## src/rtl/fp_sqrt_scheduler_if.sv

```systemverilog
// ---------------------------------------------------------------------------
// fp_sqrt_scheduler_if
// Bundles the request/response bus between NUM_REQ clients and the scheduler,
// and the start/done handshake between the scheduler and the shared sqrt core.
//   req_valid / req_data   : client operation requests and operands
//   req_ready              : one-hot accept pulse back to the granted client
//   resp_valid / resp_data : one-hot response pulse and its result
//   resp_err               : error flag, qualified by resp_valid
//   sqrt_start / operand   : launch handshake to the core
//   sqrt_done / result     : completion handshake from the core
//   busy                   : scheduler is not idle
// Modports: slave = scheduler side, master = clients plus core side.
// ---------------------------------------------------------------------------
interface fp_sqrt_scheduler_if #(
   parameter int NUM_REQ = 4,
   parameter int DATA_W  = 32
);
   logic [NUM_REQ-1:0]        req_valid;
   logic [NUM_REQ*DATA_W-1:0] req_data;
   logic [NUM_REQ-1:0]        req_ready;
   logic [NUM_REQ-1:0]        resp_valid;
   logic [DATA_W-1:0]         resp_data;
   logic                      resp_err;
   logic                      sqrt_start;
   logic [DATA_W-1:0]         sqrt_operand;
   logic                      sqrt_done;
   logic [DATA_W-1:0]         sqrt_result;
   logic                      busy;

   modport slave (
      input  req_valid, req_data, sqrt_done, sqrt_result,
      output req_ready, resp_valid, resp_data, resp_err,
             sqrt_start, sqrt_operand, busy
   );

   modport master (
      output req_valid, req_data, sqrt_done, sqrt_result,
      input  req_ready, resp_valid, resp_data, resp_err,
             sqrt_start, sqrt_operand, busy
   );
endinterface

```

## src/rtl/fp_sqrt_scheduler.sv

```systemverilog
// ---------------------------------------------------------------------------
// fp_sqrt_scheduler
// Shares one floating-point square-root core among NUM_REQ requesters.
// Round-robin grant in IDLE, operand capture, one-cycle start pulse, wait for
// the core (with watchdog), then a one-cycle response to the granted client.
// Negative non-zero operands are answered with a quiet NaN and the error flag
// without touching the core.
// Ports:
//   clk  : rising-edge clock
//   rst  : asynchronous active-high reset
//   bus  : fp_sqrt_scheduler_if.slave (client request/response bus and the
//          core start/done handshake, see the interface header)
// ---------------------------------------------------------------------------
module fp_sqrt_scheduler #(
   parameter int NUM_REQ = 4,
   parameter int DATA_W  = 32,
   parameter int TIMEOUT = 63
) (
   input logic                 clk,
   input logic                 rst,
   fp_sqrt_scheduler_if.slave  bus
);

   localparam int PTR_W = $clog2(NUM_REQ);
   localparam int SW    = PTR_W + 1;
   localparam int TMR_W = $clog2(TIMEOUT + 1);
   localparam int EXP_W = (DATA_W == 64) ? 11 : (DATA_W == 16) ? 5 : 8;
   localparam int MAN_W = DATA_W - 1 - EXP_W;
   localparam logic [TMR_W-1:0]   T_MAX = TMR_W'(TIMEOUT);
   localparam logic [NUM_REQ-1:0] ONE   = {{(NUM_REQ-1){1'b0}}, 1'b1};

   typedef enum logic [1:0] {S_IDLE, S_LAUNCH, S_WAIT, S_RESPOND} state_t;

   state_t             state;
   logic [PTR_W-1:0]   rr_ptr;
   logic [PTR_W-1:0]   grant;
   logic [TMR_W-1:0]   timer;
   logic               err_reg;
   logic [DATA_W-1:0]  op_reg;
   logic [DATA_W-1:0]  res_reg;

   logic               arb_found;
   logic [PTR_W-1:0]   arb_idx;
   logic [SW-1:0]      arb_scan;
   logic [DATA_W-1:0]  arb_op;

   // Quiet NaN: sign 0, exponent all ones, mantissa MSB set.
   function automatic logic [DATA_W-1:0] qnan();
      return {1'b0, {EXP_W{1'b1}}, 1'b1, {(MAN_W-1){1'b0}}};
   endfunction

   // -0 is a legal operand; only a set sign with non-zero magnitude is rejected.
   function automatic logic is_neg_nonzero(input logic [DATA_W-1:0] op);
      return op[DATA_W-1] & (|op[DATA_W-2:0]);
   endfunction

   // Round-robin search starting at rr_ptr, wrapping modulo NUM_REQ.
   always_comb begin
      arb_found = 1'b0;
      arb_idx   = rr_ptr;
      arb_scan  = '0;
      for (int k = 0; k < NUM_REQ; k++) begin
         arb_scan = {1'b0, rr_ptr} + SW'(k);
         if (arb_scan >= SW'(NUM_REQ))
            arb_scan = arb_scan - SW'(NUM_REQ);
         if (!arb_found && bus.req_valid[arb_scan[PTR_W-1:0]]) begin
            arb_found = 1'b1;
            arb_idx   = arb_scan[PTR_W-1:0];
         end
      end
   end

   assign arb_op = bus.req_data[int'(arb_idx)*DATA_W +: DATA_W];

   // Accept is combinational in IDLE; held low while reset is asserted.
   assign bus.req_ready = (state == S_IDLE && arb_found && !rst) ? (ONE << arb_idx) : '0;

   // Control: state, arbitration pointer, grant, watchdog, error flag.
   always_ff @(posedge clk or posedge rst) begin
      if (rst) begin
         state   <= S_IDLE;
         rr_ptr  <= '0;
         grant   <= '0;
         timer   <= '0;
         err_reg <= 1'b0;
      end else begin
         case (state)
            S_IDLE: begin
               if (arb_found) begin
                  grant <= arb_idx;
                  if (is_neg_nonzero(arb_op)) begin
                     err_reg <= 1'b1;
                     state   <= S_RESPOND;
                  end else begin
                     err_reg <= 1'b0;
                     state   <= S_LAUNCH;
                  end
               end
            end
            S_LAUNCH: begin
               timer <= '0;
               state <= S_WAIT;
            end
            S_WAIT: begin
               timer <= timer + TMR_W'(1);
               // Completion takes priority over a watchdog expiry in the same cycle.
               if (bus.sqrt_done) begin
                  err_reg <= 1'b0;
                  state   <= S_RESPOND;
               end else if (timer == T_MAX) begin
                  err_reg <= 1'b1;
                  state   <= S_RESPOND;
               end
            end
            S_RESPOND: begin
               rr_ptr <= (grant == PTR_W'(NUM_REQ - 1)) ? '0 : grant + PTR_W'(1);
               state  <= S_IDLE;
            end
            default: state <= S_IDLE;
         endcase
      end
   end

   // Data: operand capture at accept, result capture at done/abort/reject.
   always_ff @(posedge clk) begin
      if (state == S_IDLE && arb_found) begin
         op_reg <= arb_op;
         if (is_neg_nonzero(arb_op))
            res_reg <= qnan();
      end else if (state == S_WAIT) begin
         if (bus.sqrt_done)
            res_reg <= bus.sqrt_result;
         else if (timer == T_MAX)
            res_reg <= qnan();
      end
   end

   // Outputs decoded from registered state; data outputs are zero when unqualified.
   assign bus.sqrt_start   = (state == S_LAUNCH);
   assign bus.sqrt_operand = (state == S_LAUNCH || state == S_WAIT) ? op_reg : '0;
   assign bus.resp_valid   = (state == S_RESPOND) ? (ONE << grant) : '0;
   assign bus.resp_data    = (state == S_RESPOND) ? res_reg : '0;
   assign bus.resp_err     = (state == S_RESPOND) & err_reg;
   assign bus.busy         = (state != S_IDLE);

endmodule

```

## src/flat_wrapper.sv

```systemverilog
// flat-port wrapper written by rule: the top's interface ports become plain ports
module fp_sqrt_scheduler_flat 
#(
   parameter int NUM_REQ = 4,
   parameter int DATA_W  = 32,
   parameter int TIMEOUT = 63
)
  (clk, rst, bus_req_valid, bus_req_data, bus_sqrt_done, bus_sqrt_result, bus_req_ready, bus_resp_valid, bus_resp_data, bus_resp_err, bus_sqrt_start, bus_sqrt_operand, bus_busy);
  fp_sqrt_scheduler_if #(.NUM_REQ(NUM_REQ), .DATA_W(DATA_W)) bus_i ();
  input logic clk;
  input logic rst;
  input wire logic [$bits(bus_i.req_valid)-1:0] bus_req_valid;
  input wire logic [$bits(bus_i.req_data)-1:0] bus_req_data;
  input wire logic [$bits(bus_i.sqrt_done)-1:0] bus_sqrt_done;
  input wire logic [$bits(bus_i.sqrt_result)-1:0] bus_sqrt_result;
  output wire logic [$bits(bus_i.req_ready)-1:0] bus_req_ready;
  output wire logic [$bits(bus_i.resp_valid)-1:0] bus_resp_valid;
  output wire logic [$bits(bus_i.resp_data)-1:0] bus_resp_data;
  output wire logic [$bits(bus_i.resp_err)-1:0] bus_resp_err;
  output wire logic [$bits(bus_i.sqrt_start)-1:0] bus_sqrt_start;
  output wire logic [$bits(bus_i.sqrt_operand)-1:0] bus_sqrt_operand;
  output wire logic [$bits(bus_i.busy)-1:0] bus_busy;
  assign bus_i.req_valid = bus_req_valid;
  assign bus_i.req_data = bus_req_data;
  assign bus_i.sqrt_done = bus_sqrt_done;
  assign bus_i.sqrt_result = bus_sqrt_result;
  assign bus_req_ready = bus_i.req_ready;
  assign bus_resp_valid = bus_i.resp_valid;
  assign bus_resp_data = bus_i.resp_data;
  assign bus_resp_err = bus_i.resp_err;
  assign bus_sqrt_start = bus_i.sqrt_start;
  assign bus_sqrt_operand = bus_i.sqrt_operand;
  assign bus_busy = bus_i.busy;
  fp_sqrt_scheduler #(.NUM_REQ(NUM_REQ), .DATA_W(DATA_W), .TIMEOUT(TIMEOUT)) u_core (.clk(clk), .rst(rst), .bus(bus_i));
endmodule
```

## config.mk

```make
export PLATFORM = sky130hd
export DESIGN_NAME = fp_sqrt_scheduler_flat
export DESIGN_NICKNAME = d
export VERILOG_FILES = /design/src/rtl/fp_sqrt_scheduler_if.sv /design/src/rtl/fp_sqrt_scheduler.sv /design/src/flat_wrapper.sv
export SDC_FILE = /design/constraint.sdc
export NUM_CORES = 1
export LEC_CHECK = 0
export CAP_MARGIN = 20
export CORE_ASPECT_RATIO = 0.75
export CORE_MARGIN = 1
export CORE_UTILIZATION = 45
export DETAILED_ROUTE_END_ITERATION = 8
export PLACE_DENSITY = 0.87
export SLEW_MARGIN = 20
export SYNTH_ARGS = -nofsm -noshare
export SYNTH_HDL_FRONTEND = slang
export SYNTH_SLANG_ARGS = --single-unit
export TNS_END_PERCENT = 10
```

## constraint.sdc

```tcl
create_clock -name clk -period 15.2 [get_ports clk]
set_input_delay 3.04 -clock clk [delete_from_list [all_inputs] [get_ports clk]]
set_output_delay 3.04 -clock clk [all_outputs]
set_load 0.03 [all_outputs]
```

==> results.json <==
{
  "run_status": "completed",
  "vias": 5157,
  "dieHeight_um": 93.5,
  "timing.rr.start": "u_core.rr_ptr[1]",
  "synthesized_cell_area_um2": 5030,
  "drt.antenna.violating_nets": 0,
  "clock_tree.htree_level_count": 3,
  "grt_max_degree": 63,
  "synth_fa_ha_area_share_pct": 2.49,
  "slew_headroom_pct": 30.3,
  "clock_buffer_depth": 2,
  "post_synthesis_compound_gate_area_fraction_pct": 15.7,
  "dominantRegCellSynth": "sky130_fd_sc_hd__edfxtp_1",
  "worstHoldPathType": "reg2reg",
  "grt-ovfl-total": 0,
  "vdd.ir_drop.worst_mv": 0.126,
  "timing_worst_slew_pin_value_ns": 1.05,
  "cp_slowest_stage_delay_ns": 0.85,
  "cts_setup_buffers": 0,
  "drt_pre_antenna_iters": 5,
  "clk_transition_reported_paths_ns": 0.06,
  "fin_crit_sh_pct": 59.3,
  "numCtsBuffers": 9,
  "worstSkewPairLatency_ns": 0.33,
  "cts.repair.resized": 0,
  "totalPowerFinal_mw": 1.56,
  "cts_hold_buf": 0,
  "root_buffer": "sky130_fd_sc_hd__clkbuf_16",
  "design.portCount": 242,
  "buf_inv_stages_crit_path": 2,
  "cts_tree": "yes",
  "route.final.wire_length_mm": 16.4,
  "synth-simple-area-share_pct": 30.1,
  "fin_nets": 945,
  "synthToLayoutAreaGrowth_pct": 54.5,
  "fin_crit_ns": 9.01,
  "critical_path.startpoint": "bus_req_valid[2]",
  "crit_fanout": 62,
  "tns_ns": 0,
  "antenna_found_initial": 0,
  "place_hpwl_mm": 12.5,
  "slowest_stage": "sky130_fd_sc_hd__o21a_2",
  "final_layout_size_suffix_gt1_share_pct": 4.53,
  "power_density_nw_per_um2": 200,
  "timing.fmax_mhz": 111,
  "maxCapViolCount": 0,
  "hp-start": "u_core.timer[2]",
  "grt_pass1_wl_mm": 24.8,
  "critical-path-top-cell-by-count": "sky130_fd_sc_hd__clkdlybuf4s50_1",
  "end_kind": "output pin",
  "edff_count_synth": 64,
  "dieWidth_um": 124,
  "seq_area_frac_synth_pct": 44.7,
  "finalClockSkew_ns": 0.00774,
  "combinational_family_with_the_most_area_after_synthesis": "simple AND/OR/NAND/NOR gates",
  "timing_worst_setup_path_type": "in2out",
  "postSynthRegisterBits": 77,
  "grt_usage_pct": 28.2,
  "fp-row-count": 33,
  "mux_cell_area_share_after_synthesis_pct": 1.47,
  "routabilityCongestion": 0.903,
  "synth_cell_type_count": 44,
  "critPathTopFamily": "buffers and inverters",
  "instance_count_of_the_mapped_netlist": 557,
  "vias_in_the_first_global_route": 4953,
  "static-leakage-power_nw": 2.86,
  "start_kind": "input pin",
  "cts.sinks": 77,
  "layout.filler_cells": 822,
  "ys_async_sr_fraction_pct": 16.9,
  "layout.cells.most_common": "sky130_fd_sc_hd__clkdlybuf4s50_1",
  "synth.avg_cell_area_um2": 9.03,
  "drcViolationCount": 0,
  "core_region_area_um2": 10900,
  "initial_core_util_pct": 46.1,
  "report.final.slew_viol_count": 0,
  "antennaDiodeCount": 0,
  "worst_ep_arrival_time_ns": 5.97,
  "leading_cell_types_in_the_layout_fill_and_taps_excluded": "sky130_fd_sc_hd__clkdlybuf4s50_1 (241), sky130_fd_sc_hd__and2_1 (99), sky130_fd_sc_hd__edfxtp_1 (64)",
  "timing.final.hold_violations": 0,
  "critPathRequiredTime_ns": 12.16,
  "die_footprint_um2": 11600,
  "share_of_the_synthesized_netlist_area_taken_by_xor_and_xnor_gates_pct": 0.174,
  "synth.yosys.warnings": 0,
  "mappedNetlistNets": 734,
  "dr.first_iter.drc_count": 404,
  "port-buffer-count": 241,
  "routed_via_density": 5.65,
  "rsz0062_at_grt": "no",
  "routed_wirelength_normalized_by_instance_count_um": 18.0,
  "path_cells": "clkdlybuf4s50_1 > nor2b_1 > o21a_2 > o21ai_0 > nor2_1 > clkdlybuf4s50_1",
  "final_setup_violations": 0
}
worst paths after layout:
kind / cells after the start / slack [ns] / end
worst max-delay path: 6 / 6.19 / bus_req_ready[2]
worst min-delay path: 1 / 0.56 / u_core.timer[2]
worst max register to register: 9 / 11.22 / u_core.res_reg[10]
worst min register to register: 1 / 0.56 / u_core.timer[2]
max in group asynchronous: 2 / 11.75 / u_core.timer[0]
min in group asynchronous: 2 / 3.08 / u_core.rr_ptr[0]
report_power, final:
group          switching [mW]  internal (mW)
logic                   0.594          0.375
clock network          0.0817          0.127
registers              0.0287          0.349
worst register-to-register path, cell delays in order (launching register included):
cell and delay, ns:
sky130_fd_sc_hd__dfrtp_1 0.48, sky130_fd_sc_hd__nor2b_1 0.22, sky130_fd_sc_hd__a2111o_2 0.89, sky130_fd_sc_hd__nand3_1 0.28, sky130_fd_sc_hd__nand3_1 0.16, sky130_fd_sc_hd__a22oi_1 0.34
sky130_fd_sc_hd__nand4_1 0.21, sky130_fd_sc_hd__nor4_2 0.64, sky130_fd_sc_hd__o32ai_4 0.17, sky130_fd_sc_hd__buf_4 0.29
Yosys cell counts (2+ instances only):
cell                       number  area [um2]
sky130_fd_sc_hd__clkbuf_1      36         135
sky130_fd_sc_hd__o21ai_0       42         210
sky130_fd_sc_hd__buf_6          5        56.3
sky130_fd_sc_hd__o21ai_1       29         145
sky130_fd_sc_hd__buf_1          2        7.51
sky130_fd_sc_hd__ha_1          10         125
sky130_fd_sc_hd__nor3_1        32         160
sky130_fd_sc_hd__nor4_1         2        12.5
sky130_fd_sc_hd__nor2b_1        6        37.5
sky130_fd_sc_hd__nand3_1       63         315
sky130_fd_sc_hd__nor2_1        11        41.3
sky130_fd_sc_hd__edfxtp_1      64        1920
sky130_fd_sc_hd__inv_1         14        52.6
sky130_fd_sc_hd__nand2b_1      11        68.8
sky130_fd_sc_hd__and3_1        24         150
sky130_fd_sc_hd__mux2_2         3        33.8
sky130_fd_sc_hd__a21oi_1       30         150
sky130_fd_sc_hd__and2_1        99         619
sky130_fd_sc_hd__dfrtp_1       13         325
sky130_fd_sc_hd__a21oi_2        4        35.0
sky130_fd_sc_hd__mux2i_1        4        40.0
sky130_fd_sc_hd__a22oi_1       15         113
sky130_fd_sc_hd__nand4_1        5        31.3
sky130_fd_sc_hd__buf_2          4        20.0
sky130_fd_sc_hd__nand2_1       10        37.5
metrics by stage:
step	instance area, um2	setup slack (ns)	cells	hold slack [ns]	util (%)
6_report	7770	6.19	913	0.559	71.3
3_3_place_gp	7470	6.30	897	0.491	68.6
2_1_floorplan	5030	7.74	557	0.470	-
3_5_place_dp	7470	6.19	897	0.542	68.6
5_1_grt	7770	5.96	913	0.581	71.3
4_1_cts	7770	6.18	913	0.558	71.3
routing by layer:
layer	wire length (um)	global-route usage, %	part of all wire [%]
met5	0	0	0
met3	1400	6.34	8.5
met1	6620	36.0	40
met4	539	9.72	3.3
met2	7850	46.7	48
final cells by class:
| cell class | count | area (um2) | area share, % |
|---|---|---|---|
| Multi-Input combinational cell | 419 | 2540 | 32.7 |
| Timing Repair Buffer | 247 | 2460 | 31.6 |
| Sequential cell | 77 | 2250 | 28.9 |
| Clock buffer | 11 | 233 | 3.00 |
| Tap cell | 140 | 175 | 2.25 |
| Clock inverter | 5 | 61.3 | 0.789 |
| Inverter | 14 | 52.6 | 0.676 |
cell families (layout without fill, tap and decap cells):
group / Yosys count / after routing
compound gates: 133 / 133
xor+xnor: 1 / 1
simple gates: 268 / 268
buf+inv: 61 / 277
flops: 77 / 77
fa+ha+maj: 10 / 10
mux: 7 / 7
Power figures use the tool's default switching activity.
